`src/rtl/lstm_seq_ctrl.sv`:
```
// lstm_seq_ctrl: steps the LSTM datapath through a job of num_steps timesteps.
// Each timestep runs three handshaked phases: LOAD, GATE and UPD. A per-phase
// watchdog and a level abort can end a job early. At job end, irq pulses for
// one cycle.
// Optional macro LSTM_SEQ_PERF_CNT_EN adds a 16-bit busy-cycle counter. The
// counter is shown on status_word[31:16].
module lstm_seq_ctrl #(
  parameter int DATA_WIDTH     = 32,
  parameter int STEP_WIDTH     = 8,
  parameter int TIMEOUT_CYCLES = 1024
) (
  input  logic                  PCLK,
  input  logic                  PRESET,
  input  logic [DATA_WIDTH-1:0] ctrl_word,
  output logic [DATA_WIDTH-1:0] status_word,
  output logic                  load_req,
  input  logic                  load_ack,
  output logic                  gate_start,
  input  logic                  gate_done,
  output logic                  upd_start,
  input  logic                  upd_done,
  output logic [STEP_WIDTH-1:0] step_idx,
  output logic                  irq
);

  localparam logic [2:0] S_IDLE       = 3'd0;
  localparam logic [2:0] S_LOAD       = 3'd1;
  localparam logic [2:0] S_GATE_ISSUE = 3'd2;
  localparam logic [2:0] S_GATE_WAIT  = 3'd3;
  localparam logic [2:0] S_UPD_ISSUE  = 3'd4;
  localparam logic [2:0] S_UPD_WAIT   = 3'd5;
  localparam logic [2:0] S_FINISH     = 3'd6;

  // The watchdog only has to reach TIMEOUT_CYCLES-1. A limit of 0 disables it.
  localparam int              WD_W     = (TIMEOUT_CYCLES > 1) ? $clog2(TIMEOUT_CYCLES) : 1;
  localparam logic [WD_W-1:0] WD_LIMIT = WD_W'(TIMEOUT_CYCLES - 1);

  logic [2:0]            state_reg, state_next;
  logic                  start_prev_reg;
  logic [STEP_WIDTH-1:0] num_steps_reg, num_steps_next;
  logic [STEP_WIDTH-1:0] step_idx_reg, step_idx_next;
  logic [WD_W-1:0]       wd_reg, wd_next;
  logic                  done_reg, done_next;
  logic                  err_reg, err_next;
  logic                  aborted_reg, aborted_next;
  logic                  irq_int;

  logic                  start_edge, abort_req, accept_start;
  logic                  waiting, awaited_ack, wd_expire, last_step;
  logic [STEP_WIDTH-1:0] num_in;
  logic [7:0]            step8;
  logic [15:0]           perf_field;
  logic                  unused_ctrl;

  assign start_edge   = ctrl_word[0] & ~start_prev_reg;
  assign abort_req    = ctrl_word[1];
  assign accept_start = (state_reg == S_IDLE) & start_edge & ~abort_req;
  assign num_in       = STEP_WIDTH'(ctrl_word[15:8]);
  assign last_step    = (step_idx_reg == num_steps_reg - STEP_WIDTH'(1));
  assign unused_ctrl  = ^{ctrl_word[DATA_WIDTH-1:16], ctrl_word[7:2]};

  // Select the handshake that the current wait state is waiting for.
  always_comb begin
    waiting     = 1'b0;
    awaited_ack = 1'b0;
    case (state_reg)
      S_LOAD:      begin waiting = 1'b1; awaited_ack = load_ack;  end
      S_GATE_WAIT: begin waiting = 1'b1; awaited_ack = gate_done; end
      S_UPD_WAIT:  begin waiting = 1'b1; awaited_ack = upd_done;  end
      default:     begin waiting = 1'b0; awaited_ack = 1'b0;      end
    endcase
  end

  assign wd_expire = (TIMEOUT_CYCLES != 0) && waiting && !awaited_ack && (wd_reg == WD_LIMIT);

  // Next-state logic. Abort has priority over timeout, and timeout has priority over normal progress.
  always_comb begin
    state_next     = state_reg;
    num_steps_next = num_steps_reg;
    step_idx_next  = step_idx_reg;
    wd_next        = wd_reg;
    done_next      = done_reg;
    err_next       = err_reg;
    aborted_next   = aborted_reg;
    irq_int        = 1'b0;
    if (state_reg != S_IDLE && abort_req) begin
      state_next   = S_IDLE;
      aborted_next = 1'b1;
      irq_int      = 1'b1;
    end else if (wd_expire) begin
      state_next = S_IDLE;
      err_next   = 1'b1;
      irq_int    = 1'b1;
    end else begin
      case (state_reg)
        S_IDLE: begin
          if (accept_start) begin
            num_steps_next = num_in;
            step_idx_next  = '0;
            done_next      = 1'b0;
            err_next       = 1'b0;
            aborted_next   = 1'b0;
            wd_next        = '0;
            state_next     = (num_in == '0) ? S_FINISH : S_LOAD;
          end
        end
        S_LOAD: begin
          if (load_ack) state_next = S_GATE_ISSUE;
          else          wd_next    = wd_reg + WD_W'(1);
        end
        S_GATE_ISSUE: begin
          state_next = S_GATE_WAIT;
          wd_next    = '0;
        end
        S_GATE_WAIT: begin
          if (gate_done) state_next = S_UPD_ISSUE;
          else           wd_next    = wd_reg + WD_W'(1);
        end
        S_UPD_ISSUE: begin
          state_next = S_UPD_WAIT;
          wd_next    = '0;
        end
        S_UPD_WAIT: begin
          if (upd_done) begin
            if (last_step) begin
              state_next = S_FINISH;
            end else begin
              step_idx_next = step_idx_reg + STEP_WIDTH'(1);
              wd_next       = '0;
              state_next    = S_LOAD;
            end
          end else begin
            wd_next = wd_reg + WD_W'(1);
          end
        end
        S_FINISH: begin
          done_next  = 1'b1;
          irq_int    = 1'b1;
          state_next = S_IDLE;
        end
        default: state_next = S_IDLE;
      endcase
    end
  end

  // Sequencer registers. start_prev resets high, so a start bit held through reset is not taken as an edge.
  always_ff @(posedge PCLK or posedge PRESET) begin
    if (PRESET) begin
      state_reg      <= S_IDLE;
      start_prev_reg <= 1'b1;
      num_steps_reg  <= '0;
      step_idx_reg   <= '0;
      wd_reg         <= '0;
      done_reg       <= 1'b0;
      err_reg        <= 1'b0;
      aborted_reg    <= 1'b0;
    end else begin
      state_reg      <= state_next;
      start_prev_reg <= ctrl_word[0];
      num_steps_reg  <= num_steps_next;
      step_idx_reg   <= step_idx_next;
      wd_reg         <= wd_next;
      done_reg       <= done_next;
      err_reg        <= err_next;
      aborted_reg    <= aborted_next;
    end
  end

`ifdef LSTM_SEQ_PERF_CNT_EN
  logic [15:0] perf_reg;

  // Count busy cycles of the current job. The count saturates, and it holds while idle.
  always_ff @(posedge PCLK or posedge PRESET) begin
    if (PRESET)                                          perf_reg <= '0;
    else if (accept_start)                               perf_reg <= '0;
    else if (state_reg != S_IDLE && perf_reg != 16'hFFFF) perf_reg <= perf_reg + 16'd1;
  end

  assign perf_field = perf_reg;
`else
  assign perf_field = 16'h0000;
`endif

  assign load_req   = (state_reg == S_LOAD);
  assign gate_start = (state_reg == S_GATE_ISSUE);
  assign upd_start  = (state_reg == S_UPD_ISSUE);
  assign step_idx   = step_idx_reg;
  assign irq        = irq_int;
  assign step8      = 8'(step_idx_reg);

  // Pack the read-only status register. Unused bits are zero.
  always_comb begin
    status_word        = '0;
    status_word[0]     = (state_reg != S_IDLE);
    status_word[1]     = done_reg;
    status_word[2]     = err_reg;
    status_word[3]     = aborted_reg;
    status_word[15:8]  = step8;
    status_word[31:16] = perf_field;
  end

endmodule
```
`config.mk`:
```
export PLATFORM = sky130hd
export DESIGN_NAME = lstm_seq_ctrl
export DESIGN_NICKNAME = d
export VERILOG_FILES = /design/src/rtl/lstm_seq_ctrl.sv
export SDC_FILE = /design/constraint.sdc
export NUM_CORES = 1
export LEC_CHECK = 0
export ABC_AREA = 1
export CORE_MARGIN = 2
export CORE_UTILIZATION = 45
export DETAILED_ROUTE_END_ITERATION = 12
export HOLD_SLACK_MARGIN = 0.03
export PLACE_DENSITY = 0.84
export SKIP_LAST_GASP = 1
export SLEW_MARGIN = 20
export SYNTH_ARGS = -nofsm -noshare
export SYNTH_HDL_FRONTEND = slang
export SYNTH_SLANG_ARGS = --single-unit
```
`constraint.sdc`:
```
create_clock -name PCLK -period 5.42 [get_ports PCLK]
set_input_delay 1.626 -clock PCLK [delete_from_list [all_inputs] [get_ports PCLK]]
set_output_delay 1.626 -clock PCLK [all_outputs]
set_load 0.005 [all_outputs]
```
== After elaboration in Yosys (flattened, before gate mapping) ==
Cells that the tools add are included.
Cells by class
  reductions and logical operators: 23
  equality and inequality tests: 19
  multiplexer cells: 30
  bitwise gates (word level): 7
  add/sub/neg operators: 3
Operator list (count)
  $mux 10: 5
  $pmux 10 s5: 1
  $mux 3: 8
  $mux 8: 3
  $pmux 3 s6: 1
  $pmux 8 s2: 1
  $reduce_and 4->1: 3
  $reduce_bool 2->1: 6
  $add 10x1->10 const B: 1
  $eq 10x10->1 const B: 1
  $ne 2x2->1 const B: 5
  $eq 3x3->1 const B: 3
  $mux 1: 9
  $add 8x1->8 const B: 1
  $eq 8x8->1: 1
  $logic_not 8->1: 1
  $ne 4x4->1 const B: 2
  $sub 8x1->8 const B: 1
  $reduce_and 7->1: 1
  $eq 3x2->1 const B: 2
  $reduce_and 3->1: 2
  $reduce_and 6->1: 1
  $reduce_bool 5->1: 1
  $ne 4x1->1 const B: 1
  14 further kinds: 21
Storage, ports and cells
  flip-flop bits (word level): 33
  output and inout port bits: 44
  logic and storage cells: 90
  bits of input ports: 37

== Depth between registers and ports, before layout ==
  word-level depth: 8
  gate-level depth with buffers: 14

== Least setup slack after synthesis ==
OpenSTA, ideal clock, no wires.
  path kind: input to output
  start: in upd_done
  end: out irq
  path buffers: 0
  path slack: 1640 ps
  cell stages on the path: 5
  required time: 3794 ps
  arrival time: 2154 ps
  path through: inv_1 > nand2_1 > o211ai_2 > nand4_1 > nand3_1
On the way
  word-level cells in the longest chain between the ends: 6
Ends and longest elaborated chain
  start: declaration: line 21  | input logic upd_done,
  $pmux 1 s3: line 66  | case (state_reg)
  $logic_not 1->1: line 74  | assign wd_expire = (TIMEOUT_CYCLES != 0) && waiting && !awaited_ack && (wd_reg == WD_LIMIT);
  $logic_and 1x1->1 (2 in a row): line 74
  $mux 1: line 90  | end else if (wd_expire) begin
  $mux 1: line 86  | if (state_reg != S_IDLE && abort_req) begin
  end: declaration: line 23  | output logic irq
Every way passes these cells.

== Final worst setup path ==
Same ends and word-level chain as after synthesis.

==> reports/results.ini <==
[status]
status = finished, final reports clean

[synth]
netlist_instances = 366
synth-seq-cells = 33
synth_top_area_frac = 0.3108
ys_seq_area_frac = 0.3210
yosys_warnings = 0
yosysUniqueCellTypes = 36
avgSynthCellArea_um2 = 7.039
synthTopCellsByArea = dfrtp_1 31%, nand2_1 15%, buf_4 9.0%
synth_top_cell_by_area = dfrtp_1
synthesis.area_um2 = 2576

[power_and_ir_drop]
total_power_mw = 1.065
power_density_nw_per_um2 = 361.6
p_leak_nw = 1.413
peakVddDrop_uv = 214.6

[global_routing]
gr-total-overflow = 0
grt_pass1_vias = 2144
antenna_found_initial = 0
grt_pass1_wl_um = 9218
grt_max_degree = 34
grt_use_total = 0.1835

[clocking]
ctsHoldBuffers = 0
clockRootBuffer = clkbuf_8
post_cts_resized = 0
numCtsBuffers = 5
clock_path_buffers = 2
clk_latency_ns = 0.29
post_cts_buffers = 0
cts_sinks = 33
cts_tree = done
htree_levels = 2
cts.clk_slew.worst_paths_ns = 0.07

[critical_path]
r2r_end = wd_reg[6]
critPathSlowestCell = clkdlybuf4s50_1
r2r_slack_ns = 2.75
critPathLaunch = upd_done
path_class = in -> out
cp.arrival_ns = 3.30
timing.rr.start = num_steps_reg[0]
crit_path_start_kind = input port
endpoint = irq
worst_path_largest_cell_delay_ns = 0.50
r2r_cells = 12
worstPathRequired_ns = 3.79
crit_chain = clkdlybuf4s50_1 -> inv_1 -> nand2_1 -> o211ai_2 -> nand4_1 -> nand3_1 -> clkdlybuf4s50_1
worstPathMaxFanout = 5
crit_path_end_kind = output port
cp_common_cell = clkdlybuf4s50_1

[final_layout]
antenna_cells = 0
nets = 435
nFillCells = 526
area_growth_pct = 14.33
drive_gt1_frac = 0.09091
final-seq-area_um2 = 827.0
final_cells = 468
multi_input_comb_area_um2 = 1423
largest_reg_flops = 10
finish.utilization = 0.5349

[sta]
fin_worst_skew_ns = 0.007767
finalSetupViolCount = 0
fin_crit_ns = 4.924
tightest_slew_ns = 0.6260
fin_crit_sh = 0.9085
hold_viol = 0
fmax_mhz = 203.1
relSlewSlack = 0.5814
hold_slack_ns = 0.4786
rsz0062_at_grt = no
slew_violations = 0
fin_setup_tns_ns = 0

[drt]
dr.pass1.iters = 4
vias = 2370
vias_per_cell = 5.064
ant_nets = 0
drt_iter0_drc = 162
wl_per_cell_um = 12.11
drc = 0
routed_wl_um = 5667

[floorplanning]
io_pins = 81
coreArea_um2 = 5507
die_x_um = 79.67
chipHeight_um = 79.67
initial_core_util = 0.4678
fp.dieArea_um2 = 6347
num_rows = 27

[placed_design]
placed_cells = 460
portBuffers = 38
place.gp.congestion = 0.9011
dp_hpwl_um = 4246

[job]
cap_violations = 0

[min_path]
min_path_type = reg -> reg

==> synthesized netlist by cell type (all sizes together) <==
library cell,number
nand4,11
or2,2
mux2,1
buf,36
dfrtp,32
dfstp,1
o211ai,1
nor2,46
o21ai,16
ha,3
xnor2,8
a22oi,1
conb,1
clkinv,1
a211oi,1
inv,32
a31o,1
clkbuf,1
nor4,2
nor3,6
nor3b,2
a21oi,4
xor2,8
nand3,39
nand2,110
==> layer usage <==
| metal | vias up | share of wire | wire length, um | global-route usage |
|---|---|---|---|---|
| li1 | 1183 | - | - | - |
| met5 | - | 0 | 0 | 0 |
| met3 | 10 | 0.052 | 294 | 0.03620 |
| met4 | 0 | 0.015 | 85 | 0.07586 |
| met2 | 72 | 0.52 | 2953 | 0.3160 |
| met1 | 1105 | 0.41 | 2334 | 0.2228 |
==> layout make-up <==
cell class	count	area share
multi-input cells	282	0.4830
flip-flops and latches	33	0.2808
repair buffers	40	0.1342
inverters	33	0.04206
well taps	72	0.03059
clock buffers	5	0.02336
clock inverters	3	0.005947
==> worst min path at each step <==
stage                      startpoint           to  slack, ns  depth (start not counted)
final                     aborted_reg  aborted_reg       0.48                          2
after global routing      aborted_reg  aborted_reg       0.50                          2
after CTS                 aborted_reg  aborted_reg       0.48                          2
after detailed placement  aborted_reg  aborted_reg       0.46                          2
after global placement    aborted_reg  aborted_reg       0.46                          2
after floorplan           aborted_reg  aborted_reg       0.44                          2
==> power by group <==
group          internal, mW  switching [mW]  leakage (nW)
clock                0.0886          0.0986        0.0439
combinational         0.193           0.321         0.937
sequential            0.297          0.0671         0.432
==> critical path, delay by kind of cell <==
family / cells / cell delay, ns
buf+inv: 3 / 1.10
simple gates: 3 / 0.44
compound gates: 1 / 0.14
==> placed cells by master (no fill, tap or decap), types with 2 or more instances in the layout <==
cell             netlist  layout
clkinv_2               0       2
nand4_1               10      10
nor4_1                 2       2
buf_4                 31       2
conb_1                 1      20
nor2_4                 3       3
nand2_4                2       2
nor2_1                39      39
nand3_1               34      34
xor2_1                 8       8
o21ai_0               16      16
inv_2                  3       3
a21oi_1                4       4
xnor2_1                8       8
clkdlybuf4s50_1        0      38
nand2_2                3       3
nor2_2                 4       4
nand3_2                4       4
inv_1                 29      29
nor3_1                 6       6
dfrtp_1               32      32
nor3b_1                2       2
ha_1                   3       3
clkbuf_8               0       5
nand2_1              105     105
==> logic make-up after synthesis <==
| family | count (synthesis) | share of synthesized area |
|---|---|---|
| AO/OA/AOI/OAI | 24 | 0.05294 |
| XOR/XNOR | 16 | 0.05440 |
| adder cells (fa/ha/maj) | 3 | 0.01457 |
| buffers and inverters | 70 | 0.1544 |
| flip-flops | 33 | 0.3210 |
| multiplexers | 1 | 0.004371 |
| other | 1 | 0.001456 |
| AND/OR/NAND/NOR | 218 | 0.3968 |
==> stage by stage <==
| stage | setup slack (ns) | area [um2] |
|---|---|---|
| 3_5_place_dp | 0.4993 | 2859 |
| 3_3_place_gp | 0.5390 | 2859 |
| 2_1_floorplan | 1.640 | 2648 |
| 6_report | 0.4957 | 2945 |
| 5_1_grt | 0.3905 | 2945 |
| 4_1_cts | 0.4993 | 2945 |
Power figures use the tool's default switching activity.
